## src/rtl/ocr_pkg.sv

```systemverilog
// Shared constants and FSM state type for the frame_mean datapath.
package ocr_pkg;

  localparam int unsigned VAL_W    = 16;
  localparam int unsigned CNT_W    = 8;
  localparam int unsigned RCP_W    = 17;
  localparam int unsigned SUM_W    = 24;
  localparam int unsigned RCP_FRAC = 16;
  localparam int unsigned PROD_W   = SUM_W + RCP_W;

  typedef enum logic [1:0] {StAcc, StLookup, StMul, StDone} frameStateT;

endpackage

```

## src/rtl/seq_mul_24x17.sv

```systemverilog
// Sequential shift-add multiplier: SUM_W x RCP_W unsigned, one multiplier bit per cycle.
module seq_mul_24x17
  import ocr_pkg::*;
(
  input  logic              clk,
  input  logic              rst_n,
  input  logic              start,
  input  logic [SUM_W-1:0]  a,
  input  logic [RCP_W-1:0]  b,
  output logic              done,
  output logic [PROD_W-1:0] product
);

  localparam logic [4:0] LastStep = 5'(RCP_W - 1);

  logic [PROD_W-1:0] mcandQ, mcandD;
  logic [PROD_W-1:0] prodQ, prodD;
  logic [RCP_W-1:0]  mplierQ, mplierD;
  logic [4:0]        stepQ, stepD;
  logic              busyQ, busyD;

  always_comb begin
    mcandD  = mcandQ;
    prodD   = prodQ;
    mplierD = mplierQ;
    stepD   = stepQ;
    busyD   = busyQ;
    if (start) begin
      mcandD  = PROD_W'(a);
      mplierD = b;
      prodD   = '0;
      stepD   = '0;
      busyD   = 1'b1;
    end else if (busyQ) begin
      if (mplierQ[0]) begin
        prodD = prodQ + mcandQ;
      end
      mcandD  = mcandQ << 1;
      mplierD = mplierQ >> 1;
      stepD   = stepQ + 5'd1;
      if (stepQ == LastStep) begin
        busyD = 1'b0;
      end
    end
  end

  always_ff @(posedge clk or negedge rst_n) begin
    if (!rst_n) begin
      mcandQ  <= '0;
      prodQ   <= '0;
      mplierQ <= '0;
      stepQ   <= '0;
      busyQ   <= 1'b0;
    end else begin
      mcandQ  <= mcandD;
      prodQ   <= prodD;
      mplierQ <= mplierD;
      stepQ   <= stepD;
      busyQ   <= busyD;
    end
  end

  // High during the cycle whose closing edge retires the last bit; product is final after it.
  assign done    = busyQ && (stepQ == LastStep);
  assign product = prodQ;

endmodule

```

## src/rtl/frame_mean.sv

```systemverilog
// Frame mean: accumulates samples, multiplies the sum by an external 1/N, presents the mean.
// Define FRAME_MEAN_ROUND_EN to round half up instead of truncating.
module frame_mean
  import ocr_pkg::*;
#(
  parameter int unsigned VAL_W = ocr_pkg::VAL_W,
  parameter int unsigned CNT_W = ocr_pkg::CNT_W,
  parameter int unsigned RCP_W = ocr_pkg::RCP_W
) (
  input  logic             clk,
  input  logic             rst_n,
  input  logic             s_valid,
  output logic             s_ready,
  input  logic [VAL_W-1:0] s_data,
  input  logic             s_last,
  output logic [CNT_W-1:0] rcp_n,
  input  logic [RCP_W-1:0] rcp_val,
  output logic             m_valid,
  input  logic             m_ready,
  output logic [VAL_W-1:0] m_mean,
  output logic             m_empty,
  output logic             m_ovf
);

  frameStateT        stateQ, stateD;
  logic [SUM_W-1:0]  sumQ, sumD;
  logic [CNT_W-1:0]  cntQ, cntD;
  logic              ovfQ, ovfD;
  logic              mulStart, mulDone;
  logic [PROD_W-1:0] product, prodAdj;

  always_comb begin
    stateD   = stateQ;
    sumD     = sumQ;
    cntD     = cntQ;
    ovfD     = ovfQ;
    mulStart = 1'b0;
    unique case (stateQ)
      StAcc: begin
        if (s_valid) begin
          if (&cntQ) begin
            ovfD = 1'b1;
          end else begin
            sumD = sumQ + SUM_W'(s_data);
            cntD = cntQ + CNT_W'(1);
          end
        end
        // s_last closes the frame with or without an accompanying sample.
        if (s_last) begin
          stateD = StLookup;
        end
      end
      StLookup: begin
        if (cntQ == '0) begin
          stateD = StDone;
        end else begin
          mulStart = 1'b1;
          stateD   = StMul;
        end
      end
      StMul: begin
        if (mulDone) begin
          stateD = StDone;
        end
      end
      StDone: begin
        if (m_ready) begin
          stateD = StAcc;
          sumD   = '0;
          cntD   = '0;
          ovfD   = 1'b0;
        end
      end
      default: stateD = StAcc;
    endcase
  end

  always_ff @(posedge clk or negedge rst_n) begin
    if (!rst_n) begin
      stateQ <= StAcc;
      sumQ   <= '0;
      cntQ   <= '0;
      ovfQ   <= 1'b0;
    end else begin
      stateQ <= stateD;
      sumQ   <= sumD;
      cntQ   <= cntD;
      ovfQ   <= ovfD;
    end
  end

  // The multiplier captures rcp_val on the LOOKUP->MUL edge.
  seq_mul_24x17 u_mul (
    .clk     (clk),
    .rst_n   (rst_n),
    .start   (mulStart),
    .a       (sumQ),
    .b       (rcp_val),
    .done    (mulDone),
    .product (product)
  );

`ifdef FRAME_MEAN_ROUND_EN
  assign prodAdj = product + PROD_W'(1 << (RCP_FRAC - 1));
`else
  assign prodAdj = product;
`endif

  assign s_ready = (stateQ == StAcc);
  assign m_valid = (stateQ == StDone);
  assign m_empty = m_valid && (cntQ == '0);
  assign m_ovf   = m_valid && ovfQ;
  assign rcp_n   = cntQ;
  assign m_mean  = (m_valid && !m_empty) ? prodAdj[RCP_FRAC +: VAL_W] : '0;

endmodule

```

## config.mk

```make
export PLATFORM = sky130hd
export DESIGN_NAME = frame_mean
export DESIGN_NICKNAME = d
export VERILOG_FILES = /design/src/rtl/ocr_pkg.sv /design/src/rtl/seq_mul_24x17.sv /design/src/rtl/frame_mean.sv
export SDC_FILE = /design/constraint.sdc
export NUM_CORES = 1
export LEC_CHECK = 0
export CORE_MARGIN = 2
export CORE_UTILIZATION = 65
export DETAILED_ROUTE_END_ITERATION = 8
export PLACE_DENSITY = 0.86
export RECOVER_POWER = 25
export SLEW_MARGIN = 20
export SYNTH_ARGS = -nofsm -noshare
export SYNTH_HDL_FRONTEND = slang
export SYNTH_HIERARCHICAL = 1
export SYNTH_SLANG_ARGS = --single-unit
```

## constraint.sdc

```tcl
create_clock -name clk -period 6.8 [get_ports clk]
set_input_delay 1.02 -clock clk [delete_from_list [all_inputs] [get_ports clk]]
set_output_delay 1.02 -clock clk [all_outputs]
set_load 0.02 [all_outputs]
```

==> results of run 1 <==
per-stage QoR:
stage / cells / utilization [%]
5_1_grt: 1096 / 77.4
2_1_floorplan: 873 / -
3_5_place_dp: 1064 / 72.7
4_1_cts: 1096 / 77.5
3_3_place_gp: 1064 / 72.7
6_report: 1096 / 77.4
per-layer routing:
| layer | vias to the layer above | track usage, % | routed length (um) |
|---|---|---|---|
| met4 | 0 | 11.1 | 427 |
| li1 | 3239 | - | - |
| met2 | 220 | 52.4 | 9700 |
| met3 | 40 | 6.69 | 1150 |
| met1 | 3272 | 40.6 | 8490 |
| met5 | - | 0 | 0 |
report_power, final:
part	switching, W	total [W]	internal [W]
Combinational	0.00138	0.00237	0.000989
Sequential	0.000310	0.00133	0.00102
Clock	0.000329	0.000876	0.000547
Total	0.00202	0.00457	0.00255
area by class of cell:
cell class,count,area [um^2]
Sequential cell,122,3050
Timing Repair Buffer,70,679
Multi-Input combinational cell,677,4720
Tap cell,168,210
Fill cell,839,2720
Clock buffer,21,450
Clock inverter,11,123
Inverter,27,101
flip-flops by register name, indices dropped and copies added, names as in the netlist:
register and cells:
u_mul/mplierQ 17, ovfQ 1, u_mul/product 32, u_mul/busyQ 1
u_mul/stepQ 5, rcp_n 8, sumQ 24, u_mul/mcandQ 32
stateQ 2
path summary, 6_finish.rpt:
path / endpoint / cells after the start / slack [ps]
setup / recovery: m_mean[7] / 5 / 1980
hold / removal: u_mul/product[2] / 1 / 520
setup reg to reg: u_mul/product[14] / 8 / 3210
hold reg to reg: u_mul/product[2] / 1 / 520
max in group asynchronous: u_mul/mcandQ[25] / 2 / 2400
min in group asynchronous: sumQ[7] / 1 / 1540
==> flow_metrics.env, run 1 <==
export IMPL_design_area_um2=9340
export IMPL_initialDrtViolationCount=707
export IMPL_die_h_um=115
export IMPL_pin_count=66
export IMPL_crit_start="stateQ[1]"
export IMPL_place_area_um2=8770
export IMPL_hold_buffers=0
export IMPL_gr_total_overflow=0
export IMPL_postCtsSetupBuffers=0
export IMPL_cts_tree="yes"
export IMPL_cpPeakStageDelay_ps=930
export IMPL_worst_pin_slew_ps=2920
export IMPL_critPathTopFamily="simple AND/OR/NAND/NOR gates"
export IMPL_leakage_nw=4.46
export IMPL_hold_viol_final=0
export IMPL_total_power_w=0.00457
export IMPL_synth_avg_cell_area_um2=9.21
export IMPL_slew_viol_final=125
export IMPL_ant_nets=0
export IMPL_layout_setup_ws_ps=1980
export IMPL_gr_usage_all_layers_pct=31.4
export IMPL_die_w_um=115
export IMPL_diodes=0
export IMPL_whs_ps=516
export IMPL_die_area_um2=13300
export IMPL_syn_inst=873
export IMPL_wire_per_inst_um=18.0
export IMPL_drtPass1Iterations=5
export IMPL_layout_common_cells="dfrtp_1 (121), nand2_1 (109), o21ai_0 (85)"
export IMPL_syn_cell_area_um2=8040
export IMPL_cts_resized=0
export IMPL_setup_viol=0
export IMPL_status="complete, but fails checks"
export IMPL_start_kind="flop"
export IMPL_violations="capacitance limit, slew limit"
export IMPL_pre_cts_slack_ps=2500
export IMPL_portBuffers=65
export IMPL_cts_made_buffers=17
export IMPL_skew_ps=11.5
export IMPL_grt_pass1_vias=6871
export IMPL_num_nets_final=1011
export IMPL_gp_congestion=0.899
export IMPL_start_util_pct=66.6
export IMPL_final_common_cell="dfrtp_1"
export IMPL_dp_hpwl_um=13500
export IMPL_yosys_warnings=6
export IMPL_grt_pass1_wl_um=33000
export IMPL_cp_arrival_ps=3800
export IMPL_fin_crit_ps=4820
export IMPL_cp_end_kind="output pin"
export IMPL_drt_wl_total_um=19800
export IMPL_crit_buf_inv=2
export IMPL_path_cells="ha_1, inv_1, nor2_1, and2_1, clkdlybuf4s50_1"
export IMPL_root_buffer="clkbuf_16"
export IMPL_clk_latency_ps=410
export IMPL_via_per_inst=6.18
export IMPL_r2r_start="rcp_n[0]"
export IMPL_grt_start_max_net_pins=70
export IMPL_max_freq_mhz=208
export IMPL_area_growth_pct=16.2
export IMPL_crit_type="flop to output pin"
export IMPL_clock_sinks=122
export IMPL_slew_headroom_pct=-94.8
export IMPL_max_clock_path_buffers=2
export IMPL_antenna_found_initial=0
export IMPL_min_from="u_mul/product[2]"
export IMPL_maxCapViolCount=2
export IMPL_hold_path_class="flop to flop"
export IMPL_vdd_ir_drop_worst_v=0.000277
export IMPL_fin_crit_sh_pct=70.8
export IMPL_cp_max_fo=30
export IMPL_slowest_stage="ha_1"
export IMPL_drc=0
export IMPL_cp_required_ps=5780
export IMPL_fin_tns_setup_ps=0
export IMPL_num_rows=40
export IMPL_via_count=6771
export IMPL_ctsHtreeMaxLevel=4
export IMPL_rsz0062_at_grt="false"
export IMPL_syn_nets=969
export IMPL_p_per_area_nw_per_um2=489
export IMPL_drive_above_1_share_pct=6.68
export IMPL_core_area_um2=12100
export IMPL_path_clk_slew_ps=60
No activity file was read; power rests on OpenSTA's default activity.
==> run 2, diff against run 1 <==
--- a/config.mk
+++ b/config.mk
@@ -6,9 +6,9 @@
 export NUM_CORES = 1
 export LEC_CHECK = 0
 export CORE_MARGIN = 2
-export CORE_UTILIZATION = 65
+export CORE_UTILIZATION = 55
 export DETAILED_ROUTE_END_ITERATION = 8
-export PLACE_DENSITY = 0.86
+export PLACE_DENSITY = 0.77
 export RECOVER_POWER = 25
 export SLEW_MARGIN = 20
 export SYNTH_ARGS = -nofsm -noshare
==> constraint.sdc (replaced) <==
create_clock -name clk -period 4.03 [get_ports clk]
set_input_delay 0.6045 -clock clk [delete_from_list [all_inputs] [get_ports clk]]
set_output_delay 0.6045 -clock clk [all_outputs]
set_load 0.02 [all_outputs]
==> run 2 against run 1 <==
  * The flow still finishes with violations (capacitance limit, slew limit)
  * Flip-flop and latch count is the same
  * Setup slack worse by 1500 ps
  * Via count down 2.5%
  * Cell count is 2.0% higher
  * Sequential power grew 62%
  * Sequential share of layout area is 0.36 points lower
  * Hold slack lost 14 ps
  * Largest power group unchanged
==> flow_metrics.env, run 2 (same netlist as run 1, synthesis figures left out) <==
export IMPL_p_sw_w=0.00334
export IMPL_path_clk_slew_ps=60
export IMPL_crit_type="flop to output pin"
export IMPL_layout_common_cells="dfrtp_1 (121), nand2_1 (109), o21ai_0 (85)"
export IMPL_p_int_w=0.00439
export IMPL_maxCapViolCount=1
export IMPL_multiInputGateArea_um2=4710
export IMPL_status="complete, but fails checks"
export IMPL_pwr_share_comb_pct=52.2
export IMPL_die_area_um2=15600
export IMPL_via_per_inst=5.91
export IMPL_worst_pin_slew_ps=1990
export IMPL_cp_end_kind="output pin"
export IMPL_gr_usage_all_layers_pct=23.9
export IMPL_root_buffer="clkbuf_16"
export IMPL_p_per_area_nw_per_um2=819
export IMPL_p_seq_share_pct=27.8
export IMPL_p_sw_share_pct=43.2
export IMPL_rsz0062_at_grt="false"
export IMPL_start_util_pct=55.7
export IMPL_fillers=1182
export IMPL_grt_start_max_net_pins=78
export IMPL_grt_pass1_wl_um=30400
export IMPL_ctsHtreeMaxLevel=4
export IMPL_fin_tns_setup_ps=0
export IMPL_cp_max_fo=16
export IMPL_max_freq_mhz=279
export IMPL_hold_path_class="flop to flop"
export IMPL_num_rows=44
export IMPL_violations="capacitance limit, slew limit"
export IMPL_clk_latency_ps=420
export IMPL_cts_tree="yes"
export IMPL_gp_congestion=0.882
export IMPL_gr_total_overflow=0
export IMPL_slew_viol_final=77
export IMPL_grt_pass1_vias=6168
export IMPL_die_w_um=125
export IMPL_wire_per_inst_um=16.2
export IMPL_fin_crit_sh_pct=89.0
export IMPL_max_clock_path_buffers=2
export IMPL_drc=0
export IMPL_postCtsSetupBuffers=0
export IMPL_drt_wl_total_um=18100
export IMPL_dp_hpwl_um=12500
export IMPL_portBuffers=65
export IMPL_core_area_um2=14400
export IMPL_clock_sinks=122
export IMPL_cp_arrival_ps=2980
export IMPL_ant_nets=0
export IMPL_start_kind="flop"
export IMPL_hold_viol_final=0
export IMPL_slew_headroom_pct=-32.8
export IMPL_pin_count=66
export IMPL_drtPass1Iterations=5
export IMPL_num_nets_final=1017
export IMPL_via_count=6602
export IMPL_skew_ps=9.71
export IMPL_drive_above_1_share_pct=7.60
export IMPL_diodes=0
export IMPL_die_h_um=125
export IMPL_final_common_cell="dfrtp_1"
export IMPL_seq_area_um2=3050
export IMPL_initialDrtViolationCount=467
export IMPL_antenna_found_initial=0
export IMPL_setup_viol=0
export IMPL_pre_cts_slack_ps=889
export IMPL_hold_buffers=0
export IMPL_area_growth_pct=17.5
export IMPL_fin_crit_ps=3590
export IMPL_cts_resized=0
export IMPL_cp_required_ps=3430
export IMPL_cts_made_buffers=17
export IMPL_vdd_ir_drop_worst_v=0.000384
export IMPL_layout_setup_ws_ps=441
export IMPL_whs_ps=502
export IMPL_leakage_nw=4.51
export IMPL_p_clk_share_pct=20.0
[run 2: changes by cell type in the layout (fill, tap and decap cells not counted), moves of 2 or more]
cell      before  now
buf_4          4   10
clkbuf_1       4    0
inv_6          0    3
clkbuf_8       1    3
clkinv_2       3    1
[run 2: through the flow]
| step | cells | instance area (um^2) | total power (W) | utilization [%] |
|---|---|---|---|---|
| 2_1_floorplan | 873 | 8040 | 0.00516 | - |
| 3_3_place_gp | 1086 | 8840 | 0.00601 | 61.3 |
| 3_5_place_dp | 1086 | 8840 | 0.00613 | 61.3 |
| 4_1_cts | 1118 | 9450 | 0.00774 | 65.5 |
| 5_1_grt | 1118 | 9450 | 0.00832 | 65.5 |
| 6_report | 1118 | 9450 | 0.00773 | 65.5 |
[run 2: cell type report]
class	instances	area share (%)
sequential	122	32.3
clock buffer	20	4.94
inverter	27	1.07
clock inverter	12	1.47
multi-input combinational	677	49.9
timing repair buffer	76	7.84
tap	184	2.44
[run 2: worst paths after layout]
check | from | endpoint | slack (ps) | cells past startpoint
worst max-delay path | rcp_n[0] | m_mean[14] | 440 | 8
min in group asynchronous | rst_n | sumQ[7] | 750 | 1
max in group asynchronous | rst_n | u_mul/busyQ | 1990 | 1
worst max register to register | u_mul/mcandQ[0] | u_mul/product[30] | 990 | 12
worst min-delay path | u_mul/product[2] | u_mul/product[2] | 500 | 1
worst min register to register | u_mul/product[2] | u_mul/product[2] | 500 | 1
[run 2: power groups by stage]
stage          sequential [W]  combinational, W  clock [W]
4_1_cts               0.00214           0.00402    0.00157
5_1_grt               0.00221           0.00449    0.00162
2_1_floorplan         0.00202           0.00314          0
3_5_place_dp          0.00216           0.00397          0
6_report              0.00215           0.00404    0.00155
3_3_place_gp          0.00214           0.00387          0
[run 2: per-layer routing]
| metal | up-vias | GRT usage, % | routed length, um |
|---|---|---|---|
| met2 | 174 | 36.5 | 8310 |
| met3 | 28 | 4.34 | 854 |
| li1 | 3268 | - | - |
| met1 | 3132 | 34.1 | 8490 |
| met4 | 0 | 9.08 | 425 |
| met5 | - | 0 | 0 |
[run 2: worst max-delay path: stages (launching register included)]
cell,delay (ps)
dfrtp_1,390
inv_1,80
ha_1,190
or4b_1,150
nor4_1,40
buf_4,170
nor2_1,710
and2_1,220
clkdlybuf4s50_1,600
